[src/rtl/ps2_key_decoder_if.sv]
// Byte-in / key-event-out bundle between the PS/2 receiver side (master)
// and the scan-code decoder (slave).
interface ps2_key_decoder_if #(
  parameter int unsigned COUNT_W = 8
);
  logic [7:0]         code_in;
  logic               code_valid;
  logic               ev_valid;
  logic               ev_make;
  logic               ev_ext;
  logic [7:0]         ev_code;
  logic [7:0]         ev_ascii;
  logic               ev_repeat;
  logic               held;
  logic               shift;
  logic               caps;
  logic [COUNT_W-1:0] press_cnt;
  logic               proto_err;

  modport master (
    output code_in, code_valid,
    input  ev_valid, ev_make, ev_ext, ev_code, ev_ascii, ev_repeat,
    input  held, shift, caps, press_cnt, proto_err
  );

  modport slave (
    input  code_in, code_valid,
    output ev_valid, ev_make, ev_ext, ev_code, ev_ascii, ev_repeat,
    output held, shift, caps, press_cnt, proto_err
  );
endinterface

[src/rtl/ps2_key_decoder.sv]
// PS/2 scan-code decoder: strips E0/F0 prefixes, emits one registered key event
// per key action with ASCII, typematic repeat, modifier and press-count tracking.
//
//   state   | meaning
//   IDLE    | no prefix pending
//   EXT     | E0 seen, waiting for key or F0
//   BRK     | F0 seen, waiting for key to release
//   EXT_BRK | E0 F0 seen, waiting for extended key to release
module ps2_key_decoder #(
  parameter int unsigned COUNT_W = 8
) (
  input logic                clk_i,
  input logic                rst_i,
  ps2_key_decoder_if.slave   bus
);

  typedef enum logic [1:0] {IDLE, EXT, BRK, EXT_BRK} state_t;

  state_t             state_q, state_d;
  logic               ev_valid_q, ev_make_q, ev_ext_q, ev_repeat_q, proto_err_q;
  logic [7:0]         ev_code_q, ev_ascii_q;
  logic [8:0]         last_key_q;
  logic               held_q, lshift_q, rshift_q, caps_q;
  logic [COUNT_W-1:0] press_cnt_q;

  logic       is_e0, is_f0;
  logic       fire_d, err_d, make_d, ext_d;
  logic       key_match, is_repeat, upper;
  logic [7:0] ascii_d;

  assign is_e0 = (bus.code_in == 8'hE0);
  assign is_f0 = (bus.code_in == 8'hF0);

  always_comb begin
    state_d = state_q;
    fire_d  = 1'b0;
    err_d   = 1'b0;
    make_d  = 1'b1;
    ext_d   = 1'b0;
    if (bus.code_valid) begin
      case (state_q)
        IDLE: begin
          if (is_e0)      state_d = EXT;
          else if (is_f0) state_d = BRK;
          else            fire_d  = 1'b1;
        end
        EXT: begin
          if (is_f0) begin
            state_d = EXT_BRK;
          end else begin
            state_d = IDLE;
            if (is_e0) err_d = 1'b1;
            else begin
              fire_d = 1'b1;
              ext_d  = 1'b1;
            end
          end
        end
        BRK: begin
          state_d = IDLE;
          if (is_e0 || is_f0) err_d = 1'b1;
          else begin
            fire_d = 1'b1;
            make_d = 1'b0;
          end
        end
        EXT_BRK: begin
          state_d = IDLE;
          if (is_e0 || is_f0) err_d = 1'b1;
          else begin
            fire_d = 1'b1;
            make_d = 1'b0;
            ext_d  = 1'b1;
          end
        end
        default: state_d = IDLE;
      endcase
    end
  end

  assign key_match = ({ext_d, bus.code_in} == last_key_q);
  assign is_repeat = make_d && held_q && key_match;
  // Case selection uses modifier state from before this event.
  assign upper     = (lshift_q | rshift_q) ^ caps_q;

  always_comb begin
    ascii_d = 8'h00;
    case (bus.code_in)
      8'h1C: ascii_d = "a";  8'h32: ascii_d = "b";  8'h21: ascii_d = "c";
      8'h23: ascii_d = "d";  8'h24: ascii_d = "e";  8'h2B: ascii_d = "f";
      8'h34: ascii_d = "g";  8'h33: ascii_d = "h";  8'h43: ascii_d = "i";
      8'h3B: ascii_d = "j";  8'h42: ascii_d = "k";  8'h4B: ascii_d = "l";
      8'h3A: ascii_d = "m";  8'h31: ascii_d = "n";  8'h44: ascii_d = "o";
      8'h4D: ascii_d = "p";  8'h15: ascii_d = "q";  8'h2D: ascii_d = "r";
      8'h1B: ascii_d = "s";  8'h2C: ascii_d = "t";  8'h3C: ascii_d = "u";
      8'h2A: ascii_d = "v";  8'h1D: ascii_d = "w";  8'h22: ascii_d = "x";
      8'h35: ascii_d = "y";  8'h1A: ascii_d = "z";
      8'h45: ascii_d = "0";  8'h16: ascii_d = "1";  8'h1E: ascii_d = "2";
      8'h26: ascii_d = "3";  8'h25: ascii_d = "4";  8'h2E: ascii_d = "5";
      8'h36: ascii_d = "6";  8'h3D: ascii_d = "7";  8'h3E: ascii_d = "8";
      8'h46: ascii_d = "9";
      8'h29: ascii_d = 8'h20;
      8'h5A: ascii_d = 8'h0D;
      8'h66: ascii_d = 8'h08;
      default: ascii_d = 8'h00;
    endcase
    if (upper && (ascii_d >= "a") && (ascii_d <= "z")) ascii_d = ascii_d - 8'h20;
    if (ext_d) ascii_d = 8'h00;
  end

  always_ff @(posedge clk_i or posedge rst_i) begin
    if (rst_i) begin
      state_q     <= IDLE;
      ev_valid_q  <= 1'b0;
      ev_make_q   <= 1'b0;
      ev_ext_q    <= 1'b0;
      ev_repeat_q <= 1'b0;
      proto_err_q <= 1'b0;
      ev_code_q   <= 8'h00;
      ev_ascii_q  <= 8'h00;
      last_key_q  <= 9'h000;
      held_q      <= 1'b0;
      lshift_q    <= 1'b0;
      rshift_q    <= 1'b0;
      caps_q      <= 1'b0;
      press_cnt_q <= '0;
    end else begin
      state_q     <= state_d;
      ev_valid_q  <= fire_d;
      proto_err_q <= err_d;
      ev_repeat_q <= fire_d && is_repeat;
      if (fire_d) begin
        ev_make_q  <= make_d;
        ev_ext_q   <= ext_d;
        ev_code_q  <= bus.code_in;
        ev_ascii_q <= ascii_d;
        if (make_d) begin
          if (!is_repeat) begin
            last_key_q  <= {ext_d, bus.code_in};
            held_q      <= 1'b1;
            press_cnt_q <= press_cnt_q + COUNT_W'(1);
            if (!ext_d && bus.code_in == 8'h58) caps_q <= ~caps_q;
          end
        end else if (key_match) begin
          held_q <= 1'b0;
        end
        if (!ext_d && bus.code_in == 8'h12) lshift_q <= make_d;
        if (!ext_d && bus.code_in == 8'h59) rshift_q <= make_d;
      end
    end
  end

  assign bus.ev_valid  = ev_valid_q;
  assign bus.ev_make   = ev_make_q;
  assign bus.ev_ext    = ev_ext_q;
  assign bus.ev_code   = ev_code_q;
  assign bus.ev_ascii  = ev_ascii_q;
  assign bus.ev_repeat = ev_repeat_q;
  assign bus.held      = held_q;
  assign bus.shift     = lshift_q | rshift_q;
  assign bus.caps      = caps_q;
  assign bus.press_cnt = press_cnt_q;
  assign bus.proto_err = proto_err_q;

endmodule

[src/flat_wrapper.sv]
// flat-port wrapper written by rule: the top's interface ports become plain ports
module ps2_key_decoder_flat 
#(
  parameter int unsigned COUNT_W = 8
)
  (clk_i, rst_i, bus_code_in, bus_code_valid, bus_ev_valid, bus_ev_make, bus_ev_ext, bus_ev_code, bus_ev_ascii, bus_ev_repeat, bus_held, bus_shift, bus_caps, bus_press_cnt, bus_proto_err);
  ps2_key_decoder_if #(.COUNT_W(COUNT_W)) bus_i ();
  input logic clk_i;
  input logic rst_i;
  input wire logic [$bits(bus_i.code_in)-1:0] bus_code_in;
  input wire logic [$bits(bus_i.code_valid)-1:0] bus_code_valid;
  output wire logic [$bits(bus_i.ev_valid)-1:0] bus_ev_valid;
  output wire logic [$bits(bus_i.ev_make)-1:0] bus_ev_make;
  output wire logic [$bits(bus_i.ev_ext)-1:0] bus_ev_ext;
  output wire logic [$bits(bus_i.ev_code)-1:0] bus_ev_code;
  output wire logic [$bits(bus_i.ev_ascii)-1:0] bus_ev_ascii;
  output wire logic [$bits(bus_i.ev_repeat)-1:0] bus_ev_repeat;
  output wire logic [$bits(bus_i.held)-1:0] bus_held;
  output wire logic [$bits(bus_i.shift)-1:0] bus_shift;
  output wire logic [$bits(bus_i.caps)-1:0] bus_caps;
  output wire logic [$bits(bus_i.press_cnt)-1:0] bus_press_cnt;
  output wire logic [$bits(bus_i.proto_err)-1:0] bus_proto_err;
  assign bus_i.code_in = bus_code_in;
  assign bus_i.code_valid = bus_code_valid;
  assign bus_ev_valid = bus_i.ev_valid;
  assign bus_ev_make = bus_i.ev_make;
  assign bus_ev_ext = bus_i.ev_ext;
  assign bus_ev_code = bus_i.ev_code;
  assign bus_ev_ascii = bus_i.ev_ascii;
  assign bus_ev_repeat = bus_i.ev_repeat;
  assign bus_held = bus_i.held;
  assign bus_shift = bus_i.shift;
  assign bus_caps = bus_i.caps;
  assign bus_press_cnt = bus_i.press_cnt;
  assign bus_proto_err = bus_i.proto_err;
  ps2_key_decoder #(.COUNT_W(COUNT_W)) u_core (.clk_i(clk_i), .rst_i(rst_i), .bus(bus_i));
endmodule
[config.mk]
export PLATFORM = sky130hd
export DESIGN_NAME = ps2_key_decoder_flat
export DESIGN_NICKNAME = d
export VERILOG_FILES = /design/src/rtl/ps2_key_decoder_if.sv /design/src/rtl/ps2_key_decoder.sv /design/src/flat_wrapper.sv
export SDC_FILE = /design/constraint.sdc
export NUM_CORES = 1
export LEC_CHECK = 0
export ABC_AREA = 0
export BUFFER_PORTS_ARGS = -buffer_cell sky130_fd_sc_hd__buf_4
export CAP_MARGIN = 20
export CORE_MARGIN = 5
export CORE_UTILIZATION = 31
export DETAILED_ROUTE_END_ITERATION = 7
export PLACE_DENSITY_LB_ADDON = 0.08
export SYNTH_ARGS = -nofsm -noshare
export SYNTH_HDL_FRONTEND = slang
export SYNTH_SLANG_ARGS = --single-unit
[constraint.sdc]
create_clock -name clk_i -period 2 [get_ports clk_i]
set_clock_uncertainty 0.05 [all_clocks]
set_input_delay 0.2 -clock clk_i [delete_from_list [all_inputs] [get_ports clk_i]]
set_output_delay 0.2 -clock clk_i [all_outputs]
set_load 0.02 [all_outputs]
==> results of run 1 <==
[cell usage in the layout, fill, tap and decap left out, types with 6 or more instances in the layout]
cell type	netlist	final
dfrtp_1	44	44
nor3_1	14	10
nor2_1	16	15
nand4_1	8	8
inv_1	12	7
nand2_1	33	30
a21oi_1	13	11
o21ai_0	19	13
mux2_2	9	6
xor2_1	8	8
nand3_1	6	6
xnor2_1	9	9
buf_6	3	8
buf_4	1	125
mux2_4	3	6
[power breakdown]
part | leakage, µW | switching (µW) | total (µW) | internal [µW]
Sequential | 0.000553 | 117 | 1120 | 1010
Combinational | 0.00137 | 507 | 992 | 485
Clock | 0.0000552 | 319 | 690 | 371
Total | 0.00198 | 943 | 2810 | 1860
[tightest hold or removal path: cells and delay by family]
kind                   cells  cell delay (ns)
buffers and inverters      3             0.60
[worst paths after layout]
| path | startpoint | end | slack (ns) | depth (start not counted) |
|---|---|---|---|---|
| min in group clk_i | bus_code_in[7] | u_core.last_key_q[7]$_DFFE_PP0P_ | 0.14 | 2 |
| max | u_core.last_key_q[3]$_DFFE_PP0P_ | u_core.last_key_q[0]$_DFFE_PP0P_ | -0.15 | 7 |
| max in group asynchronous | rst_i | u_core.bus.ev_code[2]$_DFFE_PP0P_ | 1.53 | 3 |
| max reg2reg | u_core.last_key_q[3]$_DFFE_PP0P_ | u_core.last_key_q[0]$_DFFE_PP0P_ | -0.15 | 7 |
| min reg2reg | u_core.bus.press_cnt[7]$_DFFE_PP0P_ | u_core.bus.press_cnt[7]$_DFFE_PP0P_ | 0.43 | 1 |
| min | rst_i | u_core.bus.ev_code[5]$_DFFE_PP0P_ | -0.01 | 3 |
[layout make-up]
| type | instances | area [µm²] |
|---|---|---|
| flip-flops and latches | 44 | 1101 |
| fillers | 888 | 4806 |
| well taps | 111 | 138.9 |
| multi-input cells | 237 | 1881 |
| clock inverters | 2 | 35.03 |
| repair buffers | 135 | 1064 |
| inverters | 12 | 55.05 |
| clock buffers | 6 | 72.57 |
[kinds of logic after synthesis]
| family | after synthesis | synth area share |
|---|---|---|
| adder cells (fa/ha/maj) | 9 | 0.03889 |
| AND/OR/NAND/NOR | 115 | 0.2092 |
| flip-flops | 44 | 0.3803 |
| AO/OA/AOI/OAI | 80 | 0.1945 |
| buffers and inverters | 36 | 0.06136 |
| XOR/XNOR | 17 | 0.05143 |
| multiplexers | 16 | 0.06439 |
[layer usage]
metal / GRT usage / wire length (µm) / vias up
li1: - / - / 1389
met1: 0.2352 / 4613 / 1343
met2: 0.2621 / 4210 / 57
met3: 0.02408 / 315 / 12
met4: 0.04658 / 126 / 0
met5: 0 / 0 / -
[Yosys cell counts (3+ instances only)]
master / number
dfrtp_1: 44
o21a_1: 4
nand2b_1: 6
nor4_1: 3
o21ai_0: 19
nor3_1: 14
xnor2_1: 9
nand3_1: 6
buf_6: 3
clkbuf_1: 6
nand4_1: 8
mux2i_1: 4
a22o_1: 5
buf_2: 12
a211oi_1: 3
nor2_1: 16
ha_1: 9
a21oi_1: 13
a31oi_1: 4
mux2_2: 9
mux2_4: 3
inv_1: 12
nor2b_1: 7
xor2_1: 8
o22ai_1: 3
and3_1: 5
nand2_1: 33
[what timing repair did]
| item | CTS | global route |
|---|---|---|
| cloned | 0 | 0 |
| pin swaps | 14 | 18 |
| resized for setup | 29 | 34 |
| setup endpoints to repair | 20 | 22 |
| buffers inserted | 4 | 2 |
| endpoints found under the hold margin | 0 | 0 |
[metrics by stage]
| step | worst slack, ns | total power, µW | utilization | hold WS, ns |
|---|---|---|---|---|
| after floorplan | -0.2413 | 1648 | - | 0.3916 |
| after CTS | -0.1975 | 2795 | 0.4595 | 0.003144 |
| after detailed placement | -0.5628 | 2065 | 0.4310 | 0.3383 |
| final | -0.1512 | 2807 | 0.4749 | -0.01262 |
| after global placement | -0.5209 | 2064 | 0.4310 | 0.3326 |
| after global routing | -0.2986 | 2972 | 0.4749 | 0.03347 |
[sequential cells by signal (all words and copies together) (netlist names)]
| register | flops |
|---|---|
| u_core.bus.ev_ext | 1 |
| u_core.bus.ev_ascii | 8 |
| u_core.last_key_q | 9 |
| u_core.bus.held | 1 |
| u_core.bus.ev_code | 8 |
| u_core.bus.ev_repeat | 1 |
| u_core.bus.press_cnt | 8 |
| u_core.bus.ev_valid | 1 |
| u_core.bus.ev_make | 1 |
| u_core.rshift_q | 1 |
| u_core.bus.proto_err | 1 |
| u_core.lshift_q | 1 |
| u_core.bus.caps | 1 |
| u_core.state_q | 2 |
==> impl_metrics.ini, run 1 <==
[run_status]
status = finished, violations left
violations = negative hold slack, negative setup slack

[cts]
cts-root-buf = clkbuf_8
cts_buffers = 5
clkSinkCount = 44
clk_pin_slew_worst_paths_ns = 0.09
htree_levels = 2
cts_tree = yes
clockBufferDepth = 2
hold_buffers = 0
clk_latency_ns = 0.30

[final_layout]
area.growth.synth_to_final_pct = 50.13
antenna_cells = 0
fin_nets = 455
final_cell_area_um2 = 4347
drive_gt1_frac = 0.4633
stdcell_count = 547

[timing]
holdWs_ns = -0.01262
period_share = 1.076
max_freq_mhz = 464.8
final_max_slew_viol_count = 0
tightest_slew_ns = 0.5619
setup_viol = 16
finalHoldViolations = 35
setup_ws_ns = -0.1512
maxSlewHeadroom = 0.6254
min_period_ns = 2.151
tns_ns = -1.599
rsz0062_at_grt = true

[routing]
drc = 0
via_count = 2801
post_drt_wl_per_cell_um = 16.94
vias_per_cell = 5.121
drt-initial-drc-count = 111
drt-pass1-iter-count = 4
drt-total-wl_um = 9266
detail-route-antenna-nets = 0

[placed_design]
dp_cells = 536
io_buffers = 42
hpwl_um = 7082
place_area_um2 = 3945
gp_congestion = 0.8759

[worst_setup_path]
crit_path_end_kind = flop
critPathMaxFanout = 15
cp-start-kind = flop
crit_chain = xor2_1 > a2111oi_2 > nand4_1 > nor4_4 > a211oi_4 > buf_12 > mux2_4
cpLargestDelayFamily = simple AND/OR/NAND/NOR gates
critPathArrivalTime_ns = 2.29
crit_required_ns = 2.14
max_stage_delay_ns = 0.40
path_class = reg -> reg
critPathSlowestCell = dfrtp_1
critPathBufInv = 1

[grt]
grt_pass1_wl_um = 15080
grt_max_degree = 45
grt_overflow = 0
antenna_found_initial = 0
gr-usage-all-layers = 0.1656
grt_pass1_vias = 2833

[logic_synthesis]
synth_warnings = 0
yosysTopAreaCellShare = 0.3803
ys_async_sr_fraction = 1.000
syn_area_um2 = 2895
synth_cell_types = 63
synth-edff-count = 0
syn_area_per_cell_um2 = 9.133
syn-num-nets = 337
ys_ff_latch = 44
synth_flop_cell = dfrtp_1
synth_area_leaders = dfrtp_1 38%, nand2_1 4.3%, ha_1 3.9%
syn_inst = 317
yosysTopAreaCell = dfrtp_1
seq_area_frac_synth = 0.3803

[power]
leakage_uw = 0.001980
peakVddDrop_v = 0.0002813
cellPowerDensity_nw_per_um2 = 645.7

[floorplanning]
die_w_um = 106.6
core-area_um2 = 9153
dieArea_um2 = 11370
die_h_um = 106.6
io_pins = 43
num_rows = 35
start_util = 0.3163

[run]
cap_viol_max_count = 0

[worst_hold_path]
hp-class = in -> async
Power figures use the tool's default switching activity.
==> run 2, diff against run 1 <==
clock period = 2.3 ns   (was 2 ns; I/O delays follow)
==> run 2 against run 1 <==
Against the previous run:
- sequential power decreased by 13%
- final area decreased by 10%
- worst setup slack improved by 0.20 ns
- final cell count decreased by 4.4%
- via count decreased by 1.8%
- core utilization decreased by 4.8 points
- the flow now finishes without violations
- power decreased by 16%
- global-route usage decreased by 0.75 points
- non-clock buffer count decreased by 24
==> impl_metrics.ini, run 2 (synthesized netlist as in run 1, its figures left out) <==
[timing]
max_freq_mhz = 444.8
period_share = 0.9776
rsz0062_at_grt = true
setup_ws_ns = 0.05163
min_period_ns = 2.248
final_max_slew_viol_count = 0
tightest_slew_ns = 0.4523
finalHoldViolations = 0
setup_viol = 0
tns_ns = 0
maxSlewHeadroom = 0.6942

[worst_setup_path]
crit_path_end_kind = flop
crit_chain = inv_1 > a311o_1 > mux2i_1 > nor4_2 > buf_4 > a211oi_4 > buf_4 > mux2_2
critPathArrivalTime_ns = 2.39
path_class = reg -> reg
critPathSlowestCell = dfrtp_1
max_stage_delay_ns = 0.41
crit_required_ns = 2.44
critPathMaxFanout = 7
cp-start-kind = flop
path_common_cell = buf_4
reg2reg_setup_slack_ns = 0.05

[grt]
grt_pass1_vias = 2737
antenna_found_initial = 0
grt_max_degree = 34
gr-usage-all-layers = 0.1581
grt_pass1_wl_um = 14410
grt_overflow = 0

[routing]
vias_per_cell = 5.258
drc = 0
drt-total-wl_um = 8736
detail-route-antenna-nets = 0
via_count = 2750
drt-initial-drc-count = 153
post_drt_wl_per_cell_um = 16.70
drt-pass1-iter-count = 5

[floorplanning]
die_w_um = 106.6
core-area_um2 = 9153
dieArea_um2 = 11370
num_rows = 35
start_util = 0.3163
die_h_um = 106.6
io_pins = 43

[run_status]
status = finished clean

[cts]
post_cts_buffers = 0
cts_buffers = 5
clockBufferDepth = 2
htree_levels = 2
cts-root-buf = clkbuf_8
clk_pin_slew_worst_paths_ns = 0.10
cts_tree = yes
clk_latency_ns = 0.30
clkSinkCount = 44

[placed_design]
gp_congestion = 0.8622
io_buffers = 42
pre_cts_ws_ns = -0.2858
place_area_um2 = 3776
dp_cells = 514
hpwl_um = 6838

[final_layout]
antenna_cells = 0
layout.cells.most_common = buf_4
area.growth.synth_to_final_pct = 35.05
stdcell_count = 523
layout_common_cells = 108 x buf_4, 44 x dfrtp_1, 33 x nand2_1, 17 x o21ai_0, 16 x nor2_1
regArea_um2 = 1101
fin_util = 0.4272
final_cell_area_um2 = 3910
fill_cells = 956
fin_nets = 431
largest-register = u_core.last_key_q
drive_gt1_frac = 0.3471
largest_register_ffs = 9
multi_input_area_um2 = 1644

[power]
power_frac_clock = 0.261
intPower_uw = 1569
peakVddDrop_v = 0.0002494
leakage_uw = 0.001804
p_switching_uw = 790.3
pwr-share-seq = 0.414
switching_share = 0.3349
cellPowerDensity_nw_per_um2 = 603.5
p_comb_frac = 0.325

[worst_hold_path]
hp-class = in -> reg

[run]
cap_viol_max_count = 0
run 2: routing by layer:
metal | GRT usage | up-vias | share of wire
met2 | 0.2347 | 90 | 0.43
met3 | 0.02047 | 18 | 0.049
met4 | 0.05479 | 0 | 0.024
li1 | - | 1341 | -
met1 | 0.2351 | 1301 | 0.50
met5 | 0 | - | 0
run 2: worst paths after layout:
kind | from | to | cells after the start
hold reg to reg | u_core.bus.press_cnt[7]$_DFFE_PP0P_ | u_core.bus.press_cnt[7]$_DFFE_PP0P_ | 1
hold / removal | bus_code_valid | u_core.bus.ev_code[7]$_DFFE_PP0P_ | 2
min in group asynchronous | rst_i | u_core.bus.ev_ascii[3]$_DFFE_PP0P_ | 3
max in group asynchronous | rst_i | u_core.lshift_q$_DFFE_PP0P_ | 4
setup reg to reg | u_core.state_q[0]$_DFFE_PP0P_ | u_core.last_key_q[3]$_DFFE_PP0P_ | 8
setup / recovery | u_core.state_q[0]$_DFFE_PP0P_ | u_core.last_key_q[3]$_DFFE_PP0P_ | 8
run 2: per-stage QoR:
stage	power, µW	hold WS (ns)
after CTS	2392	0.1263
final	2360	0.1316
after floorplan	1424	0.3916
after detailed placement	1764	0.1312
after global routing	2498	0.1384
after global placement	1760	0.1260
run 2: power groups by stage:
stage | sequential, µW | combinational, µW | clock (µW)
after floorplan | 1080 | 346 | 0
after global placement | 990 | 770 | 0
after detailed placement | 995 | 769 | 0
after CTS | 979 | 773 | 641
after global routing | 996 | 836 | 665
final | 978 | 767 | 615
run 2: worst max-delay path: cells and delay by family, from the launching register on:
family | cells | cell delay [ns]
multiplexers | 2 | 0.51
AND/OR/NAND/NOR | 1 | 0.07
AO/OA/AOI/OAI | 2 | 0.63
flip-flops | 1 | 0.41
buffers and inverters | 3 | 0.48
run 2: final cells by class:
cell class,instances,share of cell area
clock inverters,3,0.01184
inverters,12,0.01280
flip-flops and latches,44,0.2816
well taps,111,0.03552
repair buffers,111,0.2202
clock buffers,5,0.01760
multi-input cells,237,0.4205
run 2: what timing repair did:
item | CTS | global route
hold endpoints to repair | 11 | 0
hold buffers | 1 | 0
resized for setup | 0 | 5
setup endpoints to repair | 0 | 13
==> run 3, diff against run 2 <==
CTS_BUF_LIST = sky130_fd_sc_hd__clkbuf_4   (was not set)
PLACE_DENSITY_LB_ADDON = not set   (was 0.08)
clock period = 2.1 ns   (was 2.3 ns; I/O delays follow)
==> run 3 against run 2 <==
Against the previous run:
- the run now ends with negative setup slack left
- sequential share of layout area is 1.9 points lower
- core utilization is 3.1 points higher
- final cell count is 4.6% higher
- non-clock buffer count up 24
- sequential cell count is the same
- critical path type unchanged
- largest cell class unchanged
- largest power group unchanged
==> impl_metrics.ini, run 3 (synthesized netlist as in run 1, its figures left out) <==
[timing]
max_freq_mhz = 457.6
setup_ws_ns = -0.08554
tightest_slew_ns = 0.8008
rsz0062_at_grt = true
final_max_slew_viol_count = 0
period_share = 1.041
min_period_ns = 2.186
finalHoldViolations = 0
tns_ns = -0.7727
maxSlewHeadroom = 0.4628
setup_viol = 18

[worst_hold_path]
hp-class = in -> reg

[placed_design]
io_buffers = 42
hpwl_um = 6807
pre_cts_ws_ns = -0.7091
gp_congestion = 0.9034

[power]
leakage_uw = 0.001938
cellPowerDensity_nw_per_um2 = 607.2
peakVddDrop_v = 0.0003247

[run_status]
violations = negative setup slack
status = finished, violations left

[cts]
clkSinkCount = 44
htree_levels = 2
cts_buffers = 5
cts_tree = yes
cts-root-buf = clkbuf_4
clockBufferDepth = 2
clk_latency_ns = 0.36
clk_pin_slew_worst_paths_ns = 0.15

[grt]
grt_overflow = 0
grt_pass1_wl_um = 14410
grt_max_degree = 24
antenna_found_initial = 0
gr-usage-all-layers = 0.1560
grt_pass1_vias = 2863

[floorplanning]
dieArea_um2 = 11370
die_h_um = 106.6
core-area_um2 = 9153
io_pins = 43
num_rows = 35
die_w_um = 106.6
start_util = 0.3163

[final_layout]
fill_cells = 885
largest_register_ffs = 9
layout.cells.most_common = buf_4
antenna_cells = 0
layout_common_cells = 129 x buf_4, 44 x dfrtp_1, 31 x nand2_1, 16 x nor2_1, 14 x o21ai_0
drive_gt1_frac = 0.4151
largest-register = u_core.last_key_q
area.growth.synth_to_final_pct = 44.77
fin_nets = 455

[worst_setup_path]
critPathArrivalTime_ns = 2.41
critPathMaxFanout = 9
crit_path_end_kind = flop
path_class = reg -> reg
cp-start-kind = flop
crit_required_ns = 2.32

[routing]
detail-route-antenna-nets = 0
drt-pass1-iter-count = 4
drt-initial-drc-count = 172
post_drt_wl_per_cell_um = 16.02
drt-total-wl_um = 8764
vias_per_cell = 5.148
drc = 0
via_count = 2816

[run]
cap_viol_max_count = 0
==> run 3: cell types whose count changed in the layout (fill, tap and decap cells not counted), sizes merged <==
cell / before / now
buf: 110 / 133
clkinv: 0 / 1
clkbuf: 5 / 6
inv: 13 / 12
==> run 3: layout make-up <==
type / count / area, µm² / share of cell area
Tap cell: 111 / 138.9 / 0.03313
Clock buffer: 5 / 37.54 / 0.008955
Inverter: 12 / 52.55 / 0.01254
Clock inverter: 3 / 46.29 / 0.01104
Timing Repair Buffer: 135 / 1075 / 0.2564
Sequential cell: 44 / 1101 / 0.2627
Multi-Input combinational cell: 237 / 1740 / 0.4152
==> run 3: worst max-delay path: stages, from the launching register on <==
cell	delay [ns]
dfrtp_1	0.42
buf_4	0.14
nand2_1	0.05
a2111oi_2	0.35
nand4_1	0.17
nor4_2	0.17
buf_4	0.17
a211oi_4	0.08
buf_12	0.16
and4_1	0.20
xor2_1	0.14
==> run 3: path summary, 6_finish.rpt <==
path                       slack (ns)                                  end  depth (start not counted)                                start
min                              0.07     u_core.last_key_q[1]$_DFFE_PP0P_                          2                       bus_code_in[1]
max                             -0.09  u_core.bus.press_cnt[7]$_DFFE_PP0P_                         10        u_core.state_q[0]$_DFFE_PP0P_
min in group asynchronous        0.39       u_core.bus.ev_make$_DFFE_PP0P_                          3                                rst_i
max in group asynchronous        1.09  u_core.bus.press_cnt[3]$_DFFE_PP0P_                          4                                rst_i
min reg2reg                      0.43  u_core.bus.press_cnt[7]$_DFFE_PP0P_                          1  u_core.bus.press_cnt[7]$_DFFE_PP0P_
max reg2reg                     -0.09  u_core.bus.press_cnt[7]$_DFFE_PP0P_                         10        u_core.state_q[0]$_DFFE_PP0P_
==> run 3: power breakdown <==
part	internal [µW]	total, µW	switching, µW
Sequential	959	1070	111
Clock	255	562	307
Combinational	448	913	465
Total	1660	2550	883
==> run 3: what timing repair did <==
action / CTS / global route
gates resized for setup: 7 / 15
pin swaps: 0 / 9
hold buffers: 1 / 0
endpoints found under the setup margin: 17 / 21
buffers inserted: 0 / 3
cloned: 0 / 1
hold endpoints to repair: 21 / 0
==> run 3: metal layers <==
layer  up-vias  wire, µm  global-route usage
li1       1392         -                   -
met1      1356      4152              0.2234
met2        57      4106              0.2482
met3        11       369             0.02167
met4         0       136             0.03927
met5         -         0                   0
==> run 3: metrics by stage <==
step | area (µm²) | hold slack [ns] | util | power [µW] | std cells
global placement | 3955 | 0.2551 | 0.4321 | 1955 | 534
global route | 4192 | 0.04506 | 0.4580 | 2702 | 547
finish | 4192 | 0.06860 | 0.4580 | 2545 | 547
CTS | 4080 | 0.07587 | 0.4458 | 2547 | 543
floorplan | 2970 | 0.3916 | - | 1569 | 317
detailed placement | 3955 | 0.2618 | 0.4321 | 1968 | 534
